**src/rtl/ysyx_22050612_mem_arbiter_pkg.sv**
```systemverilog
// Shared encodings and defaults for the IFU/LSU memory-port arbiter.
package ysyx_22050612_mem_arbiter_pkg;

    localparam int ARB_AW      = 64;
    localparam int ARB_DW      = 64;
    localparam int ARB_TIMEOUT = 255;

    typedef enum logic [1:0] {
        ST_IDLE = 2'd0,
        ST_REQ  = 2'd1,
        ST_WAIT = 2'd2,
        ST_RESP = 2'd3
    } arb_state_e;

    typedef enum logic {
        OWN_IF = 1'b0,
        OWN_LS = 1'b1
    } owner_e;

endpackage

```
**src/rtl/ysyx_22050612_rr_arb2.sv**
```systemverilog
// Two-way round-robin grant: a lone requester wins, a tie goes to the port
// that was not granted last. Purely combinational.
module ysyx_22050612_rr_arb2
    import ysyx_22050612_mem_arbiter_pkg::*;
(
    input  logic [1:0] req,
    input  logic       last,
    output logic [1:0] gnt
);

    always_comb begin
        gnt = 2'b00;
        case (req)
            2'b01:   gnt = 2'b01;
            2'b10:   gnt = 2'b10;
            2'b11:   gnt = (last == OWN_LS) ? 2'b01 : 2'b10;
            default: gnt = 2'b00;
        endcase
    end

endmodule

```
**src/rtl/ysyx_22050612_mem_arbiter.sv**
```systemverilog
// Shares one memory port between IFU and LSU, one transaction in flight.
//
// state | meaning
// IDLE  | grant offered combinationally, waiting for a handshake
// REQ   | captured request presented to memory until accepted
// WAIT  | counting cycles for the memory response or timeout
// RESP  | one-cycle response pulse to the owning requester
module ysyx_22050612_mem_arbiter
    import ysyx_22050612_mem_arbiter_pkg::*;
#(
    parameter int AW      = ARB_AW,
    parameter int DW      = ARB_DW,
    parameter int TIMEOUT = ARB_TIMEOUT,
    localparam int WMW    = DW / 8
) (
    input  logic           clk,
    input  logic           rst,

    input  logic           if_req_valid,
    output logic           if_req_ready,
    input  logic [AW-1:0]  if_addr,
    output logic           if_resp_valid,
    output logic [DW-1:0]  if_rdata,

    input  logic           ls_req_valid,
    output logic           ls_req_ready,
    input  logic [AW-1:0]  ls_addr,
    input  logic           ls_wen,
    input  logic [DW-1:0]  ls_wdata,
    input  logic [WMW-1:0] ls_wmask,
    output logic           ls_resp_valid,
    output logic [DW-1:0]  ls_rdata,

    output logic           mem_req_valid,
    input  logic           mem_req_ready,
    output logic [AW-1:0]  mem_addr,
    output logic           mem_wen,
    output logic [DW-1:0]  mem_wdata,
    output logic [WMW-1:0] mem_wmask,
    input  logic           mem_resp_valid,
    input  logic [DW-1:0]  mem_rdata,

    output logic           timeout_err
);

    localparam int CW = $clog2(TIMEOUT + 1);

    arb_state_e    state;
    arb_state_e    state_nxt;
    owner_e        owner_q;
    owner_e        last_grant;
    logic          err_q;
    logic [CW-1:0] cnt;

    logic [1:0]    req_vec;
    logic [1:0]    gnt;
    logic          hs_if;
    logic          hs_ls;
    logic          timeout_hit;
    logic          wait_done;
    logic [DW-1:0] resp_data;

    assign req_vec = {ls_req_valid, if_req_valid};

    ysyx_22050612_rr_arb2 u_rr_arb2 (
        .req  (req_vec),
        .last (last_grant),
        .gnt  (gnt)
    );

    // Ready is suppressed while reset is held so nothing is accepted in that window.
    assign if_req_ready = !rst && (state == ST_IDLE) && gnt[0];
    assign ls_req_ready = !rst && (state == ST_IDLE) && gnt[1];
    assign hs_if        = if_req_valid && if_req_ready;
    assign hs_ls        = ls_req_valid && ls_req_ready;

    assign timeout_hit  = (cnt == CW'(TIMEOUT - 1));
    assign wait_done    = mem_resp_valid || timeout_hit;
    assign resp_data    = (mem_resp_valid && !mem_wen) ? mem_rdata : '0;

    assign mem_req_valid = (state == ST_REQ);
    assign if_resp_valid = (state == ST_RESP) && (owner_q == OWN_IF);
    assign ls_resp_valid = (state == ST_RESP) && (owner_q == OWN_LS);
    assign timeout_err   = (state == ST_RESP) && err_q;

    always_comb begin
        state_nxt = state;
        case (state)
            ST_IDLE: if (hs_if || hs_ls) state_nxt = ST_REQ;
            ST_REQ:  if (mem_req_ready)  state_nxt = ST_WAIT;
            ST_WAIT: if (wait_done)      state_nxt = ST_RESP;
            ST_RESP:                     state_nxt = ST_IDLE;
            default:                     state_nxt = ST_IDLE;
        endcase
    end

    always_ff @(posedge clk) begin
        if (rst) begin
            state      <= ST_IDLE;
            owner_q    <= OWN_IF;
            last_grant <= OWN_IF;
            err_q      <= 1'b0;
            cnt        <= '0;
            mem_addr   <= '0;
            mem_wen    <= 1'b0;
            mem_wdata  <= '0;
            mem_wmask  <= '0;
            if_rdata   <= '0;
            ls_rdata   <= '0;
        end else begin
            state <= state_nxt;
            case (state)
                ST_IDLE: begin
                    if (hs_ls) begin
                        owner_q    <= OWN_LS;
                        last_grant <= OWN_LS;
                        mem_addr   <= ls_addr;
                        mem_wen    <= ls_wen;
                        mem_wdata  <= ls_wdata;
                        mem_wmask  <= ls_wen ? ls_wmask : '0;
                    end else if (hs_if) begin
                        owner_q    <= OWN_IF;
                        last_grant <= OWN_IF;
                        mem_addr   <= if_addr;
                        mem_wen    <= 1'b0;
                        mem_wdata  <= '0;
                        mem_wmask  <= '0;
                    end
                end
                ST_REQ: begin
                    if (mem_req_ready) cnt <= '0;
                end
                ST_WAIT: begin
                    cnt <= cnt + CW'(1);
                    // A response arriving on the timeout cycle still wins.
                    if (wait_done) begin
                        if (owner_q == OWN_IF) if_rdata <= resp_data;
                        else                   ls_rdata <= resp_data;
                        if (!mem_resp_valid) err_q <= 1'b1;
                    end
                end
                ST_RESP: begin
                    err_q <= 1'b0;
                end
                default: ;
            endcase
        end
    end

endmodule

```
**config.mk**
```make
export PLATFORM = sky130hd
export DESIGN_NAME = ysyx_22050612_mem_arbiter
export DESIGN_NICKNAME = d
export VERILOG_FILES = /design/src/rtl/ysyx_22050612_mem_arbiter_pkg.sv /design/src/rtl/ysyx_22050612_rr_arb2.sv /design/src/rtl/ysyx_22050612_mem_arbiter.sv
export SDC_FILE = /design/constraint.sdc
export NUM_CORES = 1
export LEC_CHECK = 0
export ABC_CLOCK_PERIOD_IN_PS = 1860
export BUFFER_PORTS_ARGS = -buffer_cell sky130_fd_sc_hd__buf_4
export CAP_MARGIN = 25
export CORE_AREA = 3 3 208 210
export DETAILED_ROUTE_END_ITERATION = 7
export DIE_AREA = 0 0 211 213
export PLACE_DENSITY = 0.56
export SLEW_MARGIN = 20
export SYNTH_ARGS = -nofsm -noshare
export SYNTH_HDL_FRONTEND = slang
export SYNTH_SLANG_ARGS = --single-unit
```
**constraint.sdc**
```tcl
create_clock -name clk -period 1.86 [get_ports clk]
set_input_delay 0.372 -clock clk [delete_from_list [all_inputs] [get_ports clk]]
set_output_delay 0.372 -clock clk [all_outputs]
set_load 0.02 [all_outputs]
```
=== After elaboration in Yosys (flattened, before gate mapping) ===
Cells that the tools add are included.

* Add/subtract/negate cells: 1
* Eq/ne operators: 11
* Muxes and demuxes: 22
* Bitwise operators: 1
* Reduce and logical (&&, ||, !) cells: 23

{| class="wikitable"
|+ Operators by type and width
! kind !! count
|-
| $mux 64 || 5
|-
| $mux 8 || 4
|-
| $pmux 8 s2 || 1
|-
| $reduce_and 3->1 || 4
|-
| $logic_and 1x1->1 || 9
|-
| $add 8x1->8 const B || 1
|-
| $eq 2x2->1 const B || 4
|-
| $eq 8x8->1 const B || 1
|-
| $mux 2 || 4
|-
| $pmux 2 s4 || 1
|-
| $pmux 2 s3 || 1
|-
| $reduce_bool 2->1 || 3
|-
| $mux 1 || 5
|-
| $eq 2x1->1 const B || 2
|-
| $ne 2x1->1 const B || 2
|-
| $ne 2x2->1 const B || 2
|-
| $reduce_and 2->1 || 2
|-
| $logic_not 1->1 || 2
|-
| $logic_not 2->1 || 1
|-
| $logic_or 1x1->1 || 2
|-
| $pmux 1 s2 || 1
|-
| $not 1->1 || 1
|}

* Register bits: 277
* Word-level logic and storage cells: 68

=== Logic depth before layout (Yosys ltp) ===
* Word-level depth: 7
* Gate-level depth with buffers: 9
* Gate-level depth less buffers: 6

=== Cells and area by module ===
A second synthesis with hierarchy kept.

* Cells, all modules: 1,173
* Area, all modules: 11,375.9 µm²

{| class="wikitable"
|+ By module, submodules not included
! module !! times used !! cells an instance !! area an instance (µm²)
|-
| ysyx_22050612_mem_arbiter || 1 || 1,170 || 11,357.1
|-
| ysyx_22050612_rr_arb2 || 1 || 3 || 18.8
|}

=== Least setup slack after synthesis ===
No wires, ideal clock.

* Path kind: register to output
* From: reg state[0]
* To: out if_req_ready
* Data arrival time: 1.478 ns
* Setup slack: 0.010 ns
* Stages on the path, launching flop included: 7
* Buffers on the path: 1
* Cell sequence: dfxtp_1 > inv_1 > ha_1 > nand2b_4 > nor2_1 > clkbuf_1 > and2_1

* Longest elaborated chain between the ends: 3

{| class="wikitable"
|+ RTL lines
! item !! line !! text
|-
| start: declaration || ysyx_22050612_mem_arbiter.sv:48 || <nowiki>arb_state_e state;</nowiki>
|-
| start signal: assignment || ysyx_22050612_mem_arbiter.sv:111 || <nowiki>state <= state_nxt;</nowiki>
|-
| $logic_not 2->1 || ysyx_22050612_mem_arbiter.sv:72 || <nowiki>assign if_req_ready = !rst && (state == ST_IDLE) && gnt[0];</nowiki>
|-
| $logic_and 1x1->1 (2 in a row) || ysyx_22050612_mem_arbiter.sv:72 ||
|-
| end: declaration || ysyx_22050612_mem_arbiter.sv:20 || <nowiki>output logic if_req_ready,</nowiki>
|}

No other way between the ends.

=== Worst setup path in the final report ===
Ends and elaborated chain as after synthesis.

==> results.py <==
metrics = {
    "cts": {
        "clock_latency_ps": 520,
        "cts_buffers": 35,
        "clock_path_buffers": 3,
        "cts_tree": "yes",
        "htree_levels": 2,
        "clkTransAtPathRegs_ps": 60,
        "cts-root-buf": "clkbuf_16",
        "clkSinkCount": 277,
    },
    "detailed_routing": {
        "drc": 0,
        "drt_wl_total_um": 40800,
        "via_per_inst": 4.58,
        "wl_per_cell_um": 18.5,
        "drtPass1Iterations": 6,
        "drtIter0Drc": 545,
        "ant_nets": 0,
        "vias": 10132,
    },
    "global_route": {
        "grt_max_degree": 102,
        "gr-total-overflow": 0,
        "grt_pass1_vias": 10051,
        "grt_first_pass_wirelength_um": 59500,
        "track_usage": 0.169,
        "antenna_found_initial": 2,
    },
    "logic_synthesis": {
        "synth_cells": 1104,
        "yosys.area.top_type": "dfxtp_1",
        "synth-seq-cells": 277,
        "syn_area_per_cell_sq_um": 9.75,
        "seq_area_frac_synth": 0.515,
        "yosysWarnings": 0,
        "synth_commonest_cells": "dfxtp_1 (277), nand2_1 (237), mux2i_1 (152), nor2_1 (81), a22oi_1 (65)",
        "synth.most_common_cell": "dfxtp_1",
        "synth.top_cells.by_area": "dfxtp_1 (52%), mux2i_1 (14%), nand2_1 (8.3%)",
        "synth-edff-count": 0,
        "synth_cell_types": 48,
        "syn_area_sq_um": 10800,
        "synth-main-ff-cell": "dfxtp_1",
        "synth_top_area_frac": 0.515,
        "async_flop_share": 0,
        "syn_nets": 1382,
    },
    "sta": {
        "max_freq_mhz": 515,
        "relSlewSlack": 0.635,
        "period_minus_slack_ps": 1940,
        "setup_tns_ps": -131,
        "post-route-period-util": 1.04,
        "rsz0062_at_grt": "true",
        "fin_skew_ps": 9.87,
        "hold_viol_final": 0,
        "setup_viol": 2,
        "slew_viol_final": 0,
        "worst_pin_slew_ps": 548,
        "worst_slack_ps": -80.2,
    },
    "floorplanning": {
        "dieArea_sq_um": 44900,
        "core_sq_um": 41800,
        "initial_utilization": 0.258,
        "io_pins": 542,
        "die_w_um": 211,
        "fp.dieH_um": 213,
        "num_rows": 75,
    },
    "final_layout": {
        "nets": 1925,
        "area_growth_pct": 56.9,
        "drive_gt1_frac": 0.411,
        "final_area_sq_um": 16900,
    },
    "placed_design": {
        "placed_area_sq_um": 15500,
        "hpwl_um": 30100,
        "port-buffer-count": 541,
        "place.gp.congestion": 0.779,
    },
    "worst_setup_path": {
        "startpoint": "state[0]",
        "critPathKind": "reg2out",
        "end_kind": "output pin",
        "r2r_setup_slack_ps": 80,
        "startpoint_type": "register",
        "crit_end": "if_req_ready",
        "r2r_cells": 7,
        "critPathMaxFanout": 3,
        "crit_arrival_ps": 1570,
        "r2r_start": "state[1]",
        "cp.required_ps": 1490,
        "r2r_end": "state[0]",
    },
    "status": {
        "outcome": "complete, but fails checks",
        "failed_checks": "setup timing",
    },
    "min_path": {
        "worstHoldPathCells": 3,
        "worstHoldPathType": "in2reg",
    },
    "power": {
        "ir_worst_vdd_mv": 0.670,
        "power-per-cell-area_nw_per_um2": 1130,
        "leakage_uw": 0.00709,
    },
    "flow_run": {
        "cap_violations": 0,
    },
}
through the flow:
stage | cells | power, uW | hold slack, ps | setup WS, ps | util
CTS | 2201 | 19200 | 53.4 | -127 | 0.401
global placement | 2134 | 12100 | 440 | 101 | 0.371
detailed placement | 2134 | 12200 | 443 | 85.8 | 0.371
finish | 2211 | 19100 | 98.3 | -80.2 | 0.404
global route | 2211 | 20000 | 68.6 | -168 | 0.404
floorplan | 1104 | 9930 | 462 | 10.2 | -
how the worst min path moves through the flow:
stage	from	endpoint	slack, ps
after global routing	ls_wdata[50]	mem_wdata[50]	70
final	ls_wdata[52]	mem_wdata[52]	100
after global placement	mem_addr[50]	mem_addr[50]	440
after detailed placement	mem_addr[24]	mem_addr[24]	440
after CTS	ls_wdata[34]	mem_wdata[34]	50
after floorplan	cnt[0]	cnt[0]	460
flip-flops by register name (all words and copies together), names as in the netlist:
register,flops
cnt,8
err_q,1
if_rdata,64
last_grant,1
ls_rdata,64
mem_addr,64
mem_wdata,64
mem_wen,1
mem_wmask,8
state,2
critical path: stages (launching register included):
cell	delay [ps]
dfxtp_4	350
inv_4	70
ha_4	150
nand2b_4	80
nor2_4	140
and2_4	150
buf_6	100
kinds of logic (layout without fill, tap and decap cells):
logic type,count (synthesis),count (layout),share of synthesized area
simple gates,369,369,0.143
flops,277,277,0.515
mux,153,153,0.142
xor+xnor,5,5,0.00407
other cells,0,1,0
fa+ha+maj,7,7,0.00814
buf+inv,98,665,0.0556
compound gates,195,195,0.132
power breakdown:
group	leakage, uW	internal [uW]	switching, uW
Clock	0.000550	4060	2610
Sequential	0.00225	6550	350
Combinational	0.00429	2500	2980
Total	0.00709	13100	5940
per-layer routing:
layer,part of all wire,GRT usage,routed length (um),vias up
li1,-,-,-,4932
met1,0.38,0.189,15700,4730
met2,0.48,0.289,19800,402
met3,0.10,0.0688,4110,66
met4,0.031,0.0614,1250,2
met5,0.00017,0,7,-
layout make-up:
| class | instances | area, sq um |
|---|---|---|
| fillers | 4133 | 24900 |
| flip-flops and latches | 277 | 5550 |
| repair buffers | 599 | 4840 |
| multi-input cells | 729 | 4670 |
| clock buffers | 51 | 1010 |
| well taps | 539 | 674 |
| clock inverters | 10 | 120 |
| inverters | 5 | 23.8 |
| diodes | 1 | 2.50 |
timing repair:
| action | in CTS | in global routing |
|---|---|---|
| hold buffers | 0 | 0 |
| cloned | 1 | 1 |
| gates resized for setup | 13 | 7 |
| setup buffers | 5 | 7 |
| pin swaps | 5 | 3 |
| setup endpoints to repair | 5 | 15 |
cells in the final DEF, fill, tap and decap left out, types with 2 or more instances in the layout:
| master | n |
|---|---|
| buf_4 | 572 |
| dfxtp_1 | 274 |
| nand2_1 | 237 |
| mux2i_1 | 152 |
| nor2_1 | 80 |
| a22oi_1 | 65 |
| a21oi_1 | 46 |
| clkbuf_16 | 38 |
| o221ai_1 | 31 |
| nand3_1 | 26 |
| buf_12 | 19 |
| o21ai_0 | 18 |
| clkbuf_1 | 11 |
| o221ai_2 | 10 |
| o21ai_1 | 9 |
| a32oi_1 | 9 |
| ha_1 | 4 |
| nor3_1 | 3 |
| nand4_1 | 3 |
| xor2_1 | 3 |
| clkbuf_8 | 3 |
| clkinv_2 | 3 |
| buf_6 | 3 |
| inv_1 | 2 |
| inv_4 | 2 |
| nor2_8 | 2 |
| and2_1 | 2 |
| nand2b_1 | 2 |
| xnor2_1 | 2 |
| ha_2 | 2 |
| bufinv_16 | 2 |
| inv_6 | 2 |
| dfxtp_2 | 2 |
| buf_16 | 2 |
Note: power is estimated with default switching activity, not from simulation.
